## config.mk

```make
export PLATFORM = sky130hd
export DESIGN_NAME = wb_trace_buffer
export DESIGN_NICKNAME = d
export VERILOG_FILES = /design/src/rtl/wb_trace_buffer.sv
export SDC_FILE = /design/constraint.sdc
export NUM_CORES = 1
export LEC_CHECK = 0
export CAP_MARGIN = 20
export CORE_MARGIN = 2
export CORE_UTILIZATION = 45
export DETAILED_ROUTE_END_ITERATION = 6
export PLACE_DENSITY = 0.62
export SYNTH_ARGS = -nofsm -noshare
export SYNTH_HDL_FRONTEND = slang
export SYNTH_SLANG_ARGS = --single-unit
```

## constraint.sdc

```tcl
create_clock -name clk -period 6.1 [get_ports clk]
set_input_delay 1.22 -clock clk [delete_from_list [all_inputs] [get_ports clk]]
set_output_delay 1.22 -clock clk [all_outputs]
set_load 0.02 [all_outputs]
```

## src/rtl/wb_trace_buffer.sv

```systemverilog
// Write-back trace recorder: circular buffer of WB events drained through a FWFT valid/ready port.
// Optional per-entry cycle stamp enabled by defining WB_TRACE_STAMP_EN.
module wb_trace_buffer #(
  parameter int DATA_W = 16,
  parameter int REG_AW = 3,
  parameter int PC_W   = 16,
  parameter int DEPTH  = 16,
  parameter int CNT_W  = 32
) (
  input  logic                     clk,
  input  logic                     rst,
  input  logic                     arm_i,
  input  logic                     stop_i,
  input  logic                     wrap_i,
  input  logic                     wb_en_i,
  input  logic [REG_AW-1:0]        dest_reg_addr_i,
  input  logic [DATA_W-1:0]        wb_data_i,
  input  logic [PC_W-1:0]          pc_i,
  input  logic                     rd_ready_i,
  output logic                     rd_valid_o,
  output logic [REG_AW-1:0]        rd_addr_o,
  output logic [DATA_W-1:0]        rd_data_o,
  output logic [PC_W-1:0]          rd_pc_o,
  output logic [CNT_W-1:0]         rd_stamp_o,
  output logic [$clog2(DEPTH):0]   count_o,
  output logic                     full_o,
  output logic                     overflow_o,
  output logic [1:0]               state_o
);

  localparam int PTR_W = $clog2(DEPTH);
  localparam logic [PTR_W:0] FULL_CNT = (PTR_W + 1)'(DEPTH);
`ifdef WB_TRACE_STAMP_EN
  localparam int ENTRY_W = REG_AW + DATA_W + PC_W + CNT_W;
`else
  localparam int ENTRY_W = REG_AW + DATA_W + PC_W;
`endif

  typedef enum logic [1:0] {IDLE = 2'd0, CAPTURE = 2'd1, HALT = 2'd2} state_t;

  state_t             state_reg, state_next;
  logic [PTR_W-1:0]   wptr_reg, wptr_next;
  logic [PTR_W-1:0]   rptr_reg, rptr_next;
  logic [PTR_W:0]     count_reg, count_next;
  logic               overflow_reg, overflow_next;
  logic               wrap_reg, wrap_next;
  logic               wr_en, pop, full;
  logic [ENTRY_W-1:0] wr_entry, head_entry;
  logic [ENTRY_W-1:0] mem [DEPTH];

  assign full = (count_reg == FULL_CNT);
  assign pop  = (count_reg != '0) && rd_ready_i;

  always_comb begin
    state_next    = state_reg;
    wptr_next     = wptr_reg;
    rptr_next     = rptr_reg;
    count_next    = count_reg;
    overflow_next = overflow_reg;
    wrap_next     = wrap_reg;
    wr_en         = 1'b0;
    if (arm_i) begin
      state_next    = CAPTURE;
      wptr_next     = '0;
      rptr_next     = '0;
      count_next    = '0;
      overflow_next = 1'b0;
      wrap_next     = wrap_i;
    end else begin
      if (pop) begin
        rptr_next  = rptr_reg + 1'b1;
        count_next = count_reg - 1'b1;
      end
      if (state_reg == CAPTURE) begin
        if (wb_en_i) begin
          if (!full || pop) begin
            // a same-cycle pop frees a slot, so a push never overwrites here
            wr_en      = 1'b1;
            wptr_next  = wptr_reg + 1'b1;
            count_next = pop ? count_reg : count_reg + 1'b1;
            if (!wrap_reg && count_next == FULL_CNT) state_next = HALT;
          end else if (wrap_reg) begin
            wr_en         = 1'b1;
            wptr_next     = wptr_reg + 1'b1;
            rptr_next     = rptr_reg + 1'b1;
            overflow_next = 1'b1;
          end else begin
            overflow_next = 1'b1;
            state_next    = HALT;
          end
        end
        if (stop_i) state_next = HALT;
      end
    end
  end

  always_ff @(posedge clk or negedge rst) begin
    if (!rst) begin
      state_reg    <= IDLE;
      wptr_reg     <= '0;
      rptr_reg     <= '0;
      count_reg    <= '0;
      overflow_reg <= 1'b0;
      wrap_reg     <= 1'b0;
    end else begin
      state_reg    <= state_next;
      wptr_reg     <= wptr_next;
      rptr_reg     <= rptr_next;
      count_reg    <= count_next;
      overflow_reg <= overflow_next;
      wrap_reg     <= wrap_next;
    end
  end

`ifdef WB_TRACE_STAMP_EN
  logic [CNT_W-1:0] cycle_reg;

  // saturating stamp counter; frozen outside CAPTURE
  always_ff @(posedge clk or negedge rst) begin
    if (!rst)                                        cycle_reg <= '0;
    else if (arm_i)                                  cycle_reg <= '0;
    else if (state_reg == CAPTURE && cycle_reg != '1) cycle_reg <= cycle_reg + 1'b1;
  end

  assign wr_entry   = {dest_reg_addr_i, wb_data_i, pc_i, cycle_reg};
  assign rd_stamp_o = head_entry[CNT_W-1:0];
`else
  assign wr_entry   = {dest_reg_addr_i, wb_data_i, pc_i};
  assign rd_stamp_o = '0;
`endif

  always_ff @(posedge clk) begin
    if (wr_en) mem[wptr_reg] <= wr_entry;
  end

  assign head_entry = mem[rptr_reg];
  assign rd_addr_o  = head_entry[ENTRY_W-1 -: REG_AW];
  assign rd_data_o  = head_entry[ENTRY_W-REG_AW-1 -: DATA_W];
  assign rd_pc_o    = head_entry[ENTRY_W-REG_AW-DATA_W-1 -: PC_W];
  assign rd_valid_o = (count_reg != '0);
  assign count_o    = count_reg;
  assign full_o     = full;
  assign overflow_o = overflow_reg;
  assign state_o    = state_reg;

endmodule

```

==> summary.txt <==
Timing
  – Post-route clock skew: approximately 0.014 ns
  – Min cycle time layout: between 4 and 5 ns
  – Highest clock rate: 208 MHz
  – RSZ-0062 raised after global routing: false
  – Worst-margin pin slew: around 1.1 ns
  – Max-slew violations: 0
  – Worst-case headroom to the max-slew limit: 0.263
  – Final worst setup slack: around 1.3 ns
  – Period utilization: 0.790
  – Setup violators final: 0
  – Accumulated negative setup slack: 0 ns
  – WHS: around 0.53 ns
  – Final Hold Fails: 0

Floorplan
  – Die area: 52,200 sq um
  – Initial Util: 0.454
  – Die width: 229 microns
  – Std cell rows: 82
  – Die Ht: approximately 230 microns
  – Core area: roughly 50,000 sq um
  – # IOs: between 100 and 150

Detailed routing
  – Vias per cell: 5.42
  – Drt total wl: 44.2 mm
  – Average wire per standard cell: about 23 microns
  – DRT iter0 DRCs: around 900
  – Residual DRC: 0
  – Total number of vias: a little over 10,000
  – 1st-pass router iterations: 4
  – Post-DRT Antenna Nets: 0

Place
  – Dpl hpwl: roughly 25 mm
  – GPL Wtd Cong: 0.743
  – Cell Count Post-Placement: around 1,800
  – Post-Place Worst Slack: 1.66 ns
  – DP Area: roughly 24,000 sq um
  – PortBufs: 86

Synth
  – Syn avg cell area: around 21 sq um
  – Area leader, netlist: edfxtp_1
  – Synthesized area: 22,700 sq um
  – Count leader, synth: edfxtp_1
  – Synth async-reset ratio: 0.0295
  – Synth Register Bits: just under 600
  – EDFF count, synth: 560
  – Yosys cell types: 45
  – Sequential share of the synthesized area: 0.760
  – Main flop type after synthesis: edfxtp_1
  – Ys Warns: 0
  – Post-synth top cells: edfxtp_1, mux4_2, a21oi_1, mux2i_1, nor2b_1
  – Top cell type's share of synthesized area: 0.741
  – Mapped Cells: 1,066
  – Largest cells by area after synthesis: edfxtp_1, mux4_2, dfrtp_1

Setup path
  – Max Fanout on Critical Path: 27
  – Crit Path Category: reg -> out
  – CP arrival: around 3.6 ns
  – Reg-to-reg startpoint: count_o[0]
  – Worst r2r dst: mem[14][27]
  – Startpoint types: flip-flop
  – Crit. End Element: output pin
  – R2R depth: 8
  – FF-to-FF setup slack: around 2.6 ns
  – Worst EP required: ~4.9 ns

Global route
  – GRT Resource Usage Total: 0.172
  – Total congestion overflow: 0
  – Largest net degree at the start of global routing: 72
  – Initial antenna violation count: 1
  – Global routing's busiest layer: met2
  – Met1 Track Usage GR: 0.238
  – Met3 Use GR: 0.0271
  – Met2 Track Usage GR: 0.287
  – Global-route wire length before repair: 67.6 mm
  – Vias in the first global route: about 11,000

Clocking
  – Worst-skew pair later-pin latency: about 0.6 ns
  – Total clock sinks: roughly 580
  – Post-cts repair resize count: 0
  – Post-CTS Setup Bufs: 0
  – CTS Buf Count: slightly below 60
  – Clock Pin Slew Worst Setup and Hold Paths: around 0.060 ns
  – CTS tree: yes
  – Max clock buf depth: 3
  – H-Tree Depth: 2
  – CTS Root Cell: clkbuf_16
  – Cts hold-fix bufs: 0

Pwr
  – Worst IR drop on VDD: about 0.27 mV
  – Int Power: approximately 7.2 mW
  – Switch Pwr: ~2.4 mW
  – Reg power frac: 0.470
  – Switching portion of total power: 0.246
  – Clock power share: 0.348
  – P_leak: between 8 and 9 nW
  – Tot Pwr: 9.59 mW
  – Logic pwr share: 0.183
  – PD cells: 367 nW/um^2

Layout
  – Layout cell share with drive strength beyond 1: 0.225
  – Largest register FFs: 560
  – Final core utilization: 0.523
  – Layout area overhead: 15.1%
  – Finished Cell Area: about 26,000 sq um
  – Filler instances: 3,914
  – Diodes inserted: 0
  – Post-route non-filler standard cell count: 1,898
  – Reg with most FFs: mem
  – Nets: 1,227

Status
  – Status: finished, final reports clean

Job
  – Max Cap Viol: 0

Worst hold path
  – HP Class: reg -> reg
  – Worst Hold End: overflow_o
  – Hold path depth: 2
  – HP Start: overflow_o
==> kinds of logic after synthesis <==
kind of cell / after synthesis / synth area share
other: 1 / 0.000165
and+or+nand+nor: 102 / 0.0264
muxes: 179 / 0.156
adders and majority gates: 7 / 0.00386
DFF: 577 / 0.760
xor gates and xnor gates: 10 / 0.00386
AOI/OAI and AO/OA: 93 / 0.0259
buffers and inverters: 97 / 0.0235
==> routing by layer <==
layer  up-vias  wire (microns)
li1       4574               -
met1      5426           19800
met2       218           22000
met3        64            1610
met4         2             810
met5         -              13
==> placed cells by master, fill, tap and decap left out, drive strengths merged, types with 9 or more instances in the layout <==
master	n
clkdlybuf4s50	86
clkbuf	70
a21oi	44
and2	12
conb	32
a211oi	36
nor2b	37
buf	26
mux2i	37
nor2	21
clkinv	31
inv	9
mux4	140
edfxtp	560
dfrtp	17
==> critical path: stages (launching register included) <==
cell and delay, ns:
dfrtp_4 0.84, buf_12 0.30, buf_12 0.24, mux4_2 0.50, nor2b_1 0.14, a211oi_1 0.22
a21oi_1 0.09, clkdlybuf4s50_1 0.61
==> worst max path at each step <==
stage	to	cells after the start	from
2_1_floorplan	mem[3][0]	5	rd_ready_i
3_3_place_gp	mem[14][27]	7	rd_ready_i
3_5_place_dp	mem[14][28]	7	rd_ready_i
4_1_cts	rd_pc_o[6]	7	rptr_reg[0]
5_1_grt	rd_pc_o[4]	7	rptr_reg[0]
6_report	rd_pc_o[6]	7	rptr_reg[0]
==> final cells by class <==
cell class | instances | area [sq um] | area share
Clock buffer | 70 | 1520 | 0.0581
Clock inverter | 38 | 268 | 0.0103
Inverter | 6 | 22.5 | 0.000862
Multi-Input combinational cell | 423 | 5070 | 0.194
Sequential cell | 577 | 17300 | 0.661
Tap cell | 672 | 841 | 0.0322
Timing Repair Buffer | 112 | 1140 | 0.0438
==> power groups by stage <==
stage,clock [mW],combinational (mW),sequential (mW)
after floorplan,0,1.33,4.50
after CTS,3.41,1.79,4.51
after global routing,3.56,1.90,4.52
after global placement,0,1.78,4.59
after detailed placement,0,1.79,4.59
final,3.33,1.75,4.50
Note: power is estimated with default switching activity, not from simulation.
==> RTL change, RTL diff (same settings) <==
The parameter `CNT_W` goes from 32 to 16.
--- a/src/rtl/wb_trace_buffer.sv
+++ b/src/rtl/wb_trace_buffer.sv
@@ -6,5 +6,5 @@
   parameter int PC_W   = 16,
   parameter int DEPTH  = 16,
-  parameter int CNT_W  = 32
+  parameter int CNT_W  = 16
 ) (
   input  logic                     clk,
Interface: changed (resized rd_stamp_o); port bits go from 119 to 103. The function was not compared with the original's and may differ.
==> RTL change against the original RTL <==
Sequential cell count is the same. Synthesized area shrank 0.53%. Hold slack gained 0.025 ns. Cell area is essentially flat. Setup slack lost 0.033 ns. Power grew 0.96%. Wire length grew 5.1%. Register-to-register slack gained 0.06 ns. Utilization grew 0.12 points. Global-route usage grew 1.1 points. Non-clock buffer count grew 5. Critical path type unchanged. Critical endpoint is now rd_data_o[9]. Largest power group unchanged.
==> RTL change: results (changes against the original RTL) <==
| Metric | Value |
|---|---|
| Clock buffers | 68 (-2.9%) |
| Worst R2R Path Depth | 8 (unchanged) |
| Synth warnings | 0 (unchanged) |
| Post-synth top cells | 560 x edfxtp_1, 140 x mux4_2, 44 x a21oi_1 |
| Sequential cell area | 0.0173 mm2 (unchanged) |
| Hold EP | overflow_o |
| Dpl hpwl | 25,600 um (+3.9%) |
| Worst-path fanout max | 29 (+7.4%) |
| Mux share of post-synthesis cell area | 15.7% (+0.083 points) |
| Initial DRT Pass Iterations | 4 (unchanged) |
| RePlAce Congestion | 0.760 (+2.3%) |
| Worst hold slack | 0.555 ns (+0.0245 ns) |
| Fill cells | 3,912 (-0.051%) |
| Hold crit path type | reg2reg |
| Largest cells by area after synthesis | edfxtp_1 75%, mux4_2 14%, dfrtp_1 1.9%, mux2i_1 1.6%, a211oi_1 1.2% |
| Initial antenna violation count | 1 (unchanged) |
| Max reg flops | 560 (unchanged) |
| Register area share after synthesis | 76.4% (+0.40 points) |
| IO Port Bufs | 86 (unchanged) |
| Worst vdd ir | 0.256 mV (-4.2%) |
| Non-clock buffers | 117 (+4.5%) |
| Tot GR Track Use | 18.3% (+1.1 points) |
| Vias in the first global route | 11,118 (+3.0%) |
| Library cells used by synthesis | 45 (unchanged) |
| Nets | 1,215 (-0.98%) |
| Leak | 0.00803 uW (-0.23%) |
| Reg2reg start | count_o[0] |
| DR vias/cell | 5.53 (+2.1%) |
| Drt initial violations | 974 (+7.7%) |
| First-pass GRT wire length | 71,000 um (+5.0%) |
| Mapped Cells | 1,050 (-1.5%) |
| CTS Root Buffer Type | clkbuf_16 |
| Worst slack, placed | 1.73 ns (+0.0648 ns) |
| PD cells | 371 mW/mm2 (+0.93%) |
| Layout cells sized above 1 | 22.9% (+0.43 points) |
| Compound-Gate Fraction of Synth Area | 2.60% (+0.014 points) |
| Status | finished clean |
| Finished Layout Cells | 1,884 (-0.74%) |
| Count of multi-input gates | 407 (-3.8%) |
| Placed Instance Area | 0.0243 mm2 (-0.20%) |
| Final core occ | 52.4% (+0.12 points) |
| R2R setup slack | 2.68 ns (+0.06 ns) |
| Synth Area in Adders | 0.388% (+0.0021 points) |
| Rel. slew slack | 32.2% (+5.9 points) |
| Fraction of cell area in non-clock buffers | 4.43% (+0.047 points) |
| Clk cell area share | 7.05% (+0.21 points) |
| Area of the multi-input gates | 0.00501 mm2 (-1.2%) |
| Reg2reg end | mem[14][8] |
| Total internal power | 7310 uW (+1.1%) |
| Sw power | 2370 uW (+0.58%) |
| Max stage delay on crit path | 0.85 ns |
| CTS resizes | 0 (unchanged) |
| Skew final | 0.0177 ns (+0.00373 ns) |
| CTS Buf Count | 57 (-1.7%) |
| DP Cell Count | 1,779 (-0.61%) |
| Setup bufs post-CTS | 0 (unchanged) |
| Post-Route WL | 46,500 um (+5.1%) |
| Antenna cell count | 0 (unchanged) |
| Post-Synth XOR/XNOR Area | 0.388% (+0.0021 points) |
RTL change: cell types whose count changed after synthesis, sizes merged:
cell,unedited run,this run
buf,61,45
RTL change: how the worst max path moves through the flow:
stage | cells past startpoint | slack (ns) | endpoint
2_1_floorplan | 5 | 1.09 | mem[3][0]
3_3_place_gp | 7 | 1.76 | mem[14][10]
3_5_place_dp | 7 | 1.73 | mem[14][10]
4_1_cts | 6 | 1.19 | rd_data_o[9]
5_1_grt | 6 | 1.03 | rd_data_o[9]
6_report | 6 | 1.25 | rd_data_o[9]
RTL change: per-layer routing:
metal | track usage (%) | wire, um
met5 | 0 | 12
met4 | 3.96 | 818
met3 | 3.39 | 2050
met2 | 30.7 | 23300
met1 | 25.2 | 20300
RTL change: worst register-to-register path, delay by kind of cell (launching register included):
kind                     cells  cell delay (ns)
AND/OR/NAND/NOR              4             1.32
adder cells (fa/ha/maj)      1             0.26
AO/OA/AOI/OAI                1             0.48
buffers and inverters        2             0.53
flip-flops                   1             0.50
